[config.mk]
export PLATFORM = sky130hd
export DESIGN_NAME = mdu_div_controller_flat
export DESIGN_NICKNAME = d
export VERILOG_FILES = /design/src/rtl/mdu_pkg.sv /design/src/rtl/mdu_div_controller_if.sv /design/src/rtl/div_step_unit.sv /design/src/rtl/mdu_div_controller.sv /design/src/flat_wrapper.sv
export SDC_FILE = /design/constraint.sdc
export NUM_CORES = 1
export LEC_CHECK = 0
export ABC_AREA = 1
export BUFFER_PORTS_ARGS = -buffer_cell sky130_fd_sc_hd__buf_2
export CORE_ASPECT_RATIO = 2
export CORE_MARGIN = 5
export CORE_UTILIZATION = 29
export CTS_CLUSTER_SIZE = 24
export DETAILED_ROUTE_END_ITERATION = 8
export SLEW_MARGIN = 10
export SYNTH_ARGS = -nofsm -noshare
export SYNTH_HDL_FRONTEND = slang
export SYNTH_SLANG_ARGS = --single-unit
[constraint.sdc]
create_clock -name clock -period 3.78 [get_ports clock]
set_input_delay 0.567 -clock clock [delete_from_list [all_inputs] [get_ports clock]]
set_output_delay 0.567 -clock clock [all_outputs]
set_load 0.03 [all_outputs]
[src/rtl/mdu_pkg.sv]
// Shared definitions for the multiply/divide unit: op encodings, sequencer states
// and the default datapath width.
package mdu_pkg;

    localparam int BITS_DEFAULT = 32;

    localparam logic [1:0] OP_DIV  = 2'b00;
    localparam logic [1:0] OP_DIVU = 2'b01;
    localparam logic [1:0] OP_MTHI = 2'b10;
    localparam logic [1:0] OP_MTLO = 2'b11;

    typedef enum logic [1:0] {
        IDLE  = 2'd0,
        PREP  = 2'd1,
        ITER  = 2'd2,
        FIXUP = 2'd3
    } div_state_t;

endpackage

[src/rtl/mdu_div_controller_if.sv]
// Execute-stage <-> divide sequencer bundle: op issue, flush, HI/LO read port and
// status back to the pipeline.
interface mdu_div_controller_if
    import mdu_pkg::*;
#(
    parameter int BITS = BITS_DEFAULT
);
    logic            op_valid;
    logic [1:0]      op_code;
    logic [BITS-1:0] op_a;
    logic [BITS-1:0] op_b;
    logic            flush;
    logic            rd_req;
    logic            rd_sel;
    logic [BITS-1:0] rd_data;
    logic [BITS-1:0] hi;
    logic [BITS-1:0] lo;
    logic            busy;
    logic            stall;
    logic            div_by_zero;

    modport master (
        output op_valid, op_code, op_a, op_b, flush, rd_req, rd_sel,
        input  rd_data, hi, lo, busy, stall, div_by_zero
    );

    modport slave (
        input  op_valid, op_code, op_a, op_b, flush, rd_req, rd_sel,
        output rd_data, hi, lo, busy, stall, div_by_zero
    );
endinterface

[src/rtl/div_step_unit.sv]
// One radix-2 restoring division step: shift in the next dividend bit, subtract the
// divisor when it fits, and shift the resulting quotient bit in.
module div_step_unit #(
    parameter int BITS = 32
) (
    input  logic [BITS-1:0] rem_in,
    input  logic [BITS-1:0] quo_in,
    input  logic            dividend_bit,
    input  logic [BITS-1:0] divisor,
    output logic [BITS-1:0] rem_out,
    output logic [BITS-1:0] quo_out
);
    logic [BITS:0]   shifted;
    logic [BITS-1:0] diff;
    logic            fits;
    logic            unused_quo_msb;

    // The shifted partial remainder needs one extra bit before the compare.
    assign shifted = {rem_in, dividend_bit};
    assign fits    = shifted >= {1'b0, divisor};
    assign diff    = shifted[BITS-1:0] - divisor;

    assign rem_out = fits ? diff : shifted[BITS-1:0];
    assign quo_out = {quo_in[BITS-2:0], fits};

    assign unused_quo_msb = quo_in[BITS-1];
endmodule

[src/rtl/mdu_div_controller.sv]
// Iterative restoring divider sequencer for DIV/DIVU plus MTHI/MTLO; owns the HI/LO
// architectural registers and raises stall while a divide is in flight.
module mdu_div_controller
    import mdu_pkg::*;
#(
    parameter int BITS        = BITS_DEFAULT,
    parameter int COUNT_WIDTH = $clog2(BITS) + 1
) (
    input  logic                 clock,
    input  logic                 reset,
    mdu_div_controller_if.slave  bus
);
    div_state_t             state, state_nxt;
    logic [COUNT_WIDTH-1:0] count;
    logic [BITS-1:0]        hi_r, lo_r;
    logic                   dz_r;

    logic [BITS-1:0]        dvd, dvs, quo, rem;
    logic [BITS-1:0]        rem_step, quo_step;
    logic                   q_neg, r_neg;

    logic                   accept, acc_div, is_signed, last_iter, dz, writeback;

    function automatic logic [BITS-1:0] magnitude(input logic signed [BITS-1:0] v,
                                                  input logic               en);
        logic signed [BITS-1:0] neg_v;
        neg_v = -v;
        return (en && v[BITS-1]) ? $unsigned(neg_v) : $unsigned(v);
    endfunction

    function automatic logic [BITS-1:0] apply_sign(input logic [BITS-1:0] v,
                                                   input logic            neg);
        return neg ? ('0 - v) : v;
    endfunction

    assign accept    = bus.op_valid && (state == IDLE) && !bus.flush;
    assign acc_div   = accept && !bus.op_code[1];
    assign is_signed = (bus.op_code == OP_DIV);
    assign last_iter = (count == COUNT_WIDTH'(BITS - 1));
    assign dz        = (dvs == '0);
    assign writeback = (state == FIXUP) && !bus.flush;

    div_step_unit #(.BITS(BITS)) u_step (
        .rem_in       (rem),
        .quo_in       (quo),
        .dividend_bit (dvd[BITS-1]),
        .divisor      (dvs),
        .rem_out      (rem_step),
        .quo_out      (quo_step)
    );

    always_ff @(posedge clock or posedge reset) begin
        if (reset) state <= IDLE;
        else       state <= state_nxt;
    end

    always_comb begin
        state_nxt = state;
        unique case (state)
            IDLE:    if (acc_div) state_nxt = PREP;
            PREP:    state_nxt = dz ? FIXUP : ITER;
            ITER:    if (last_iter) state_nxt = FIXUP;
            FIXUP:   state_nxt = IDLE;
            default: state_nxt = IDLE;
        endcase
        // An abort always wins, including over the writeback cycle.
        if (bus.flush && (state != IDLE)) state_nxt = IDLE;
    end

    always_ff @(posedge clock or posedge reset) begin
        if (reset)                count <= '0;
        else if (acc_div)         count <= '0;
        else if (state == ITER)   count <= count + COUNT_WIDTH'(1);
    end

    always_ff @(posedge clock or posedge reset) begin
        if (reset) begin
            hi_r <= '0;
            lo_r <= '0;
            dz_r <= 1'b0;
        end else if (accept) begin
            unique case (bus.op_code)
                OP_MTHI: hi_r <= bus.op_a;
                OP_MTLO: lo_r <= bus.op_a;
                default: dz_r <= 1'b0;
            endcase
        end else if (writeback) begin
            // Divisor zero: dvd was never shifted, so re-signing it restores op_a.
            lo_r <= dz ? '1 : apply_sign(quo, q_neg);
            hi_r <= dz ? apply_sign(dvd, r_neg) : apply_sign(rem, r_neg);
            dz_r <= dz;
        end
    end

    // ---- datapath: operand magnitudes latched at accept, one step per ITER cycle
    always_ff @(posedge clock) begin
        if (acc_div) begin
            dvd   <= magnitude(bus.op_a, is_signed);
            dvs   <= magnitude(bus.op_b, is_signed);
            q_neg <= is_signed && (bus.op_a[BITS-1] ^ bus.op_b[BITS-1]);
            r_neg <= is_signed && bus.op_a[BITS-1];
            rem   <= '0;
            quo   <= '0;
        end else if (state == ITER) begin
            rem   <= rem_step;
            quo   <= quo_step;
            dvd   <= {dvd[BITS-2:0], 1'b0};
        end
    end

    assign bus.hi          = hi_r;
    assign bus.lo          = lo_r;
    assign bus.div_by_zero = dz_r;
    assign bus.rd_data     = bus.rd_sel ? hi_r : lo_r;
    assign bus.busy        = (state != IDLE);
    assign bus.stall       = (state != IDLE) && (bus.op_valid || bus.rd_req);
endmodule

[src/flat_wrapper.sv]
// flat-port wrapper written by rule: the top's interface ports become plain ports
module mdu_div_controller_flat import mdu_pkg::*;
#(
    parameter int BITS        = BITS_DEFAULT,
    parameter int COUNT_WIDTH = $clog2(BITS) + 1
)
  (clock, reset, bus_op_valid, bus_op_code, bus_op_a, bus_op_b, bus_flush, bus_rd_req, bus_rd_sel, bus_rd_data, bus_hi, bus_lo, bus_busy, bus_stall, bus_div_by_zero);
  mdu_div_controller_if #(.BITS(BITS)) bus_i ();
  input  logic clock;
  input  logic reset;
  input wire logic [$bits(bus_i.op_valid)-1:0] bus_op_valid;
  input wire logic [$bits(bus_i.op_code)-1:0] bus_op_code;
  input wire logic [$bits(bus_i.op_a)-1:0] bus_op_a;
  input wire logic [$bits(bus_i.op_b)-1:0] bus_op_b;
  input wire logic [$bits(bus_i.flush)-1:0] bus_flush;
  input wire logic [$bits(bus_i.rd_req)-1:0] bus_rd_req;
  input wire logic [$bits(bus_i.rd_sel)-1:0] bus_rd_sel;
  output wire logic [$bits(bus_i.rd_data)-1:0] bus_rd_data;
  output wire logic [$bits(bus_i.hi)-1:0] bus_hi;
  output wire logic [$bits(bus_i.lo)-1:0] bus_lo;
  output wire logic [$bits(bus_i.busy)-1:0] bus_busy;
  output wire logic [$bits(bus_i.stall)-1:0] bus_stall;
  output wire logic [$bits(bus_i.div_by_zero)-1:0] bus_div_by_zero;
  assign bus_i.op_valid = bus_op_valid;
  assign bus_i.op_code = bus_op_code;
  assign bus_i.op_a = bus_op_a;
  assign bus_i.op_b = bus_op_b;
  assign bus_i.flush = bus_flush;
  assign bus_i.rd_req = bus_rd_req;
  assign bus_i.rd_sel = bus_rd_sel;
  assign bus_rd_data = bus_i.rd_data;
  assign bus_hi = bus_i.hi;
  assign bus_lo = bus_i.lo;
  assign bus_busy = bus_i.busy;
  assign bus_stall = bus_i.stall;
  assign bus_div_by_zero = bus_i.div_by_zero;
  mdu_div_controller #(.BITS(BITS), .COUNT_WIDTH(COUNT_WIDTH)) u_core (.clock(clock), .reset(reset), .bus(bus_i));
endmodule
==> run_results.csv <==
group,metric,value,unit
setup_path,cpMostUsedCell,"inv_2",
power,power.leakage,8.627,nW
sta,fin_skew,0.01473,ns
global_routing,grt_max_degree,90,
power,vdd_ir_drop_max,0.4491,mV
setup_path,path_max_fanout,30,
die,ioPinCount,171,
synth,synthCells,2402,
sta,setup_viol,0,
die,die_width,174.2,um
setup_path,start_kind,"flip-flop",
sta,tightest_slew,1.258,ns
synth,seq_area_frac_synth,32.56,%
finish,layout.nets,2650,
finish,multiInputGateArea,0.009020,mm2
clock_network,clkSinkCount,203,
die,start_util,29.24,%
drt,wl,61110,um
die,die-area,0.05893,mm2
clock_network,clockRootBuffer,"clkbuf_16",
drt,ant_nets,0,
outcome,outcome,"finished, final reports clean",
clock_network,cts.repair.resized,0,
synth,syn_nets,2518,
finish,syn_to_final_growth,14.14,%
drt,first_pass_iters,5,
synth,synth_flop_cell,"dfrtp_1",
global_routing,grt_pass1_wl,92940,um
power,p_per_area,822.3,mW/mm2
sta,final.setup.tns,0,ns
clock_network,ctsLongestPathBuffers,3,
sta,maxSlewViolCount,0,
finish,register_area,0.005090,mm2
place,hpwl,49420,um
place,gp_congestion,1.057,
setup_path,cp-end-kind,"flip-flop",
hold_path,min_path_type,"in -> async",
finish,layout-drive-gt1-share,11.85,%
sta,hold_ws,0.1027,ns
clock_network,cts_hold_buf,0,
die,core_area,0.05345,mm2
finish,fillers,5931,
setup_path,path_class,"reg -> reg",
synth,yosysTopAreaCellShare,14.60,%
drt,drtIter0Drc,919,
synth,yosys_warnings,0,
sta,finalCritPeriodShare,91.03,%
synth,synth_edf_count,66,
drt,viasPerCell,5.093,
sta,relSlewSlack,15.81,%
setup_path,max_stage_delay,0.93,ns
drt,drcViolationCount,0,
setup_path,crit_chain,"inv_1 -> ha_1 -> inv_2 -> nor3_2 -> buf_4 -> nand2_1 -> inv_2 -> nor2_1 -> inv_2 -> buf_4 -> o22ai_1",
synth,ys_types,54,
place,port_buffers,170,
setup_path,reg2reg_slack,0.34,ns
synth,syn-cell-area,0.01563,mm2
clock_network,worst_skew_pair.late_latency,0.52,ns
die,num_rows,120,
clock_network,numCtsBuffers,20,
sta,rsz0062_at_grt,"false",
setup_path,slowest_stage,"nor2_1",
clock_network,htreeDepth,1,
clock_network,cts_setup_buffers,0,
run,drv_cap,0,
global_routing,grtUsageTotal,20.13,%
drt,route.vias.total,16400,
synth,yosys_register_bits,203,
synth,synth_area_leaders,"nand2_1 15%, edfxtp_1 13%, dfrtp_1 12%, nor2_1 8.3%, dfxtp_1 8.2%",
clock_network,cts.reportedPaths.clkPinSlew,0.07,ns
sta,max_freq,0.2906,GHz
sta,period_minus_slack,3.441,ns
synth,avgSynthCellArea,6.508,um2
synth,async_flop_share,35.96,%
setup_path,crit_required,4.21,ns
clock_network,tritoncts,"done",
die,fp.dieH,338.3,um
setup_path,cp.arrival,3.87,ns
drt,wire_per_inst,18.98,um
synth,yosys.area.top_type,"nand2_1",
global_routing,antenna_found_initial,3,
power,p_total,14.67,mW
sta,hold_violations,0,
global_routing,first_global_vias,16520,
global_routing,gr-total-overflow,0,
[sequential cells by signal (all words and copies together) (netlist names)]
| signal | cells |
|---|---|
| u_core.bus.div_by_zero | 1 |
| u_core.bus.hi | 32 |
| u_core.bus.lo | 32 |
| u_core.count | 6 |
| u_core.dvd | 32 |
| u_core.dvs | 32 |
| u_core.q_neg | 1 |
| u_core.quo | 32 |
| u_core.r_neg | 1 |
| u_core.rem | 32 |
| u_core.state | 2 |
[worst max-delay path, delay by kind of cell (launching register included)]
family	cells	cell delay, ns
DFF	1	0.39
adders and majority gates	1	0.26
buffers and inverters	6	1.44
and+or+nand+nor	3	1.08
AOI/OAI and AO/OA	1	0.17
[worst paths after layout]
path / from / end / depth (start not counted)
hold reg to reg: u_core.count[3] / u_core.count[3] / 1
setup / recovery: u_core.state[0] / u_core.quo[30] / 11
min in group clock: bus_op_b[0] / u_core.dvs[0] / 1
hold / removal: reset / u_core.bus.div_by_zero / 2
setup reg to reg: u_core.state[0] / u_core.quo[30] / 11
max in group asynchronous: reset / u_core.bus.hi[28] / 3
[cell families (layout without fill, tap and decap cells)]
group | count (synthesis) | in the layout | synth area share, %
other | 0 | 1 | 0
AND/OR/NAND/NOR | 1319 | 1319 | 35.70
adder cells (fa/ha/maj) | 44 | 44 | 3.570
AO/OA/AOI/OAI | 352 | 352 | 12.42
multiplexers | 22 | 22 | 1.585
buffers and inverters | 386 | 532 | 9.901
XOR/XNOR | 76 | 76 | 4.258
flip-flops | 203 | 203 | 32.56
[cell usage after synthesis, types with 2 or more instances]
cell type,n
buf_4,7
inv_2,13
or2_0,2
xor2_1,57
o21bai_1,6
o211ai_1,5
nor3_1,28
o21ai_1,24
clkbuf_1,44
nor4_1,5
dfrtp_1,73
mux2_2,22
a31oi_1,13
o22ai_1,31
nand3b_1,6
a21o_1,3
a22oi_1,10
nand4_1,38
edfxtp_1,66
nand3_2,2
buf_6,4
ha_1,43
nor2_1,345
xnor2_1,19
nor2_4,4
nand3_1,251
nor2_2,9
inv_1,290
nand2_2,5
nor3_2,4
nand2_1,608
a21oi_2,4
or2_2,5
dfxtp_1,64
a21oi_1,109
buf_2,25
o21ai_0,133
and2_1,3
o31ai_1,7
[cell type report]
cell class / count / area share [%]
inverters: 304 / 6.403
diodes: 1 / 0.01403
flip-flops and latches: 203 / 28.53
clock buffers: 25 / 3.268
repair buffers: 192 / 5.764
clock inverters: 11 / 0.7644
multi-input cells: 1813 / 50.55
well taps: 671 / 4.705
[layout by cell type (no fill, tap or decap), types with 5 or more instances in the layout]
master     instances
ha_1              43
mux2_2            22
o21ai_0          133
dfxtp_1           64
clkbuf_16         23
nand4_1           38
o31ai_1            7
o211ai_1           5
nor3_1            28
a21oi_1          109
nand3_1          251
a22oi_1           10
inv_2             14
buf_4             21
edfxtp_1          66
a31oi_1           12
o22ai_1           31
or2_2              5
xnor2_1           19
nor2_1           344
o21ai_1           24
nand2_1          608
nand3b_1           6
xor2_1            57
inv_1            289
nand2_2            5
nor2_2            10
dfrtp_1           73
nor4_1             5
buf_2            170
o21bai_1           6
[where the power goes]
group	internal [mW]	switching (mW)
sequential	3.15	0.841
clock	1.31	0.926
combinational	2.59	5.85
[through the flow]
step,std cells,utilization (%),instance area [um2],setup WS (ns)
6_report,3220,33.38,17840,0.3392
2_1_floorplan,2402,-,15630,0.8847
4_1_cts,3219,33.38,17840,0.3548
3_3_place_gp,3183,32.03,17120,0.4452
3_5_place_dp,3183,32.03,17120,0.3665
5_1_grt,3219,33.38,17840,0.1807
[per-layer routing]
layer	part of all wire (%)	track usage, %	routed length, um	up-vias
met5	0	0	0	-
met4	9.3	15.89	5678	0
met3	3.8	2.088	2307	198
met2	54	39.03	32700	485
met1	33	18.72	20420	7596
li1	-	-	-	8120
Note: power is estimated with default switching activity, not from simulation.
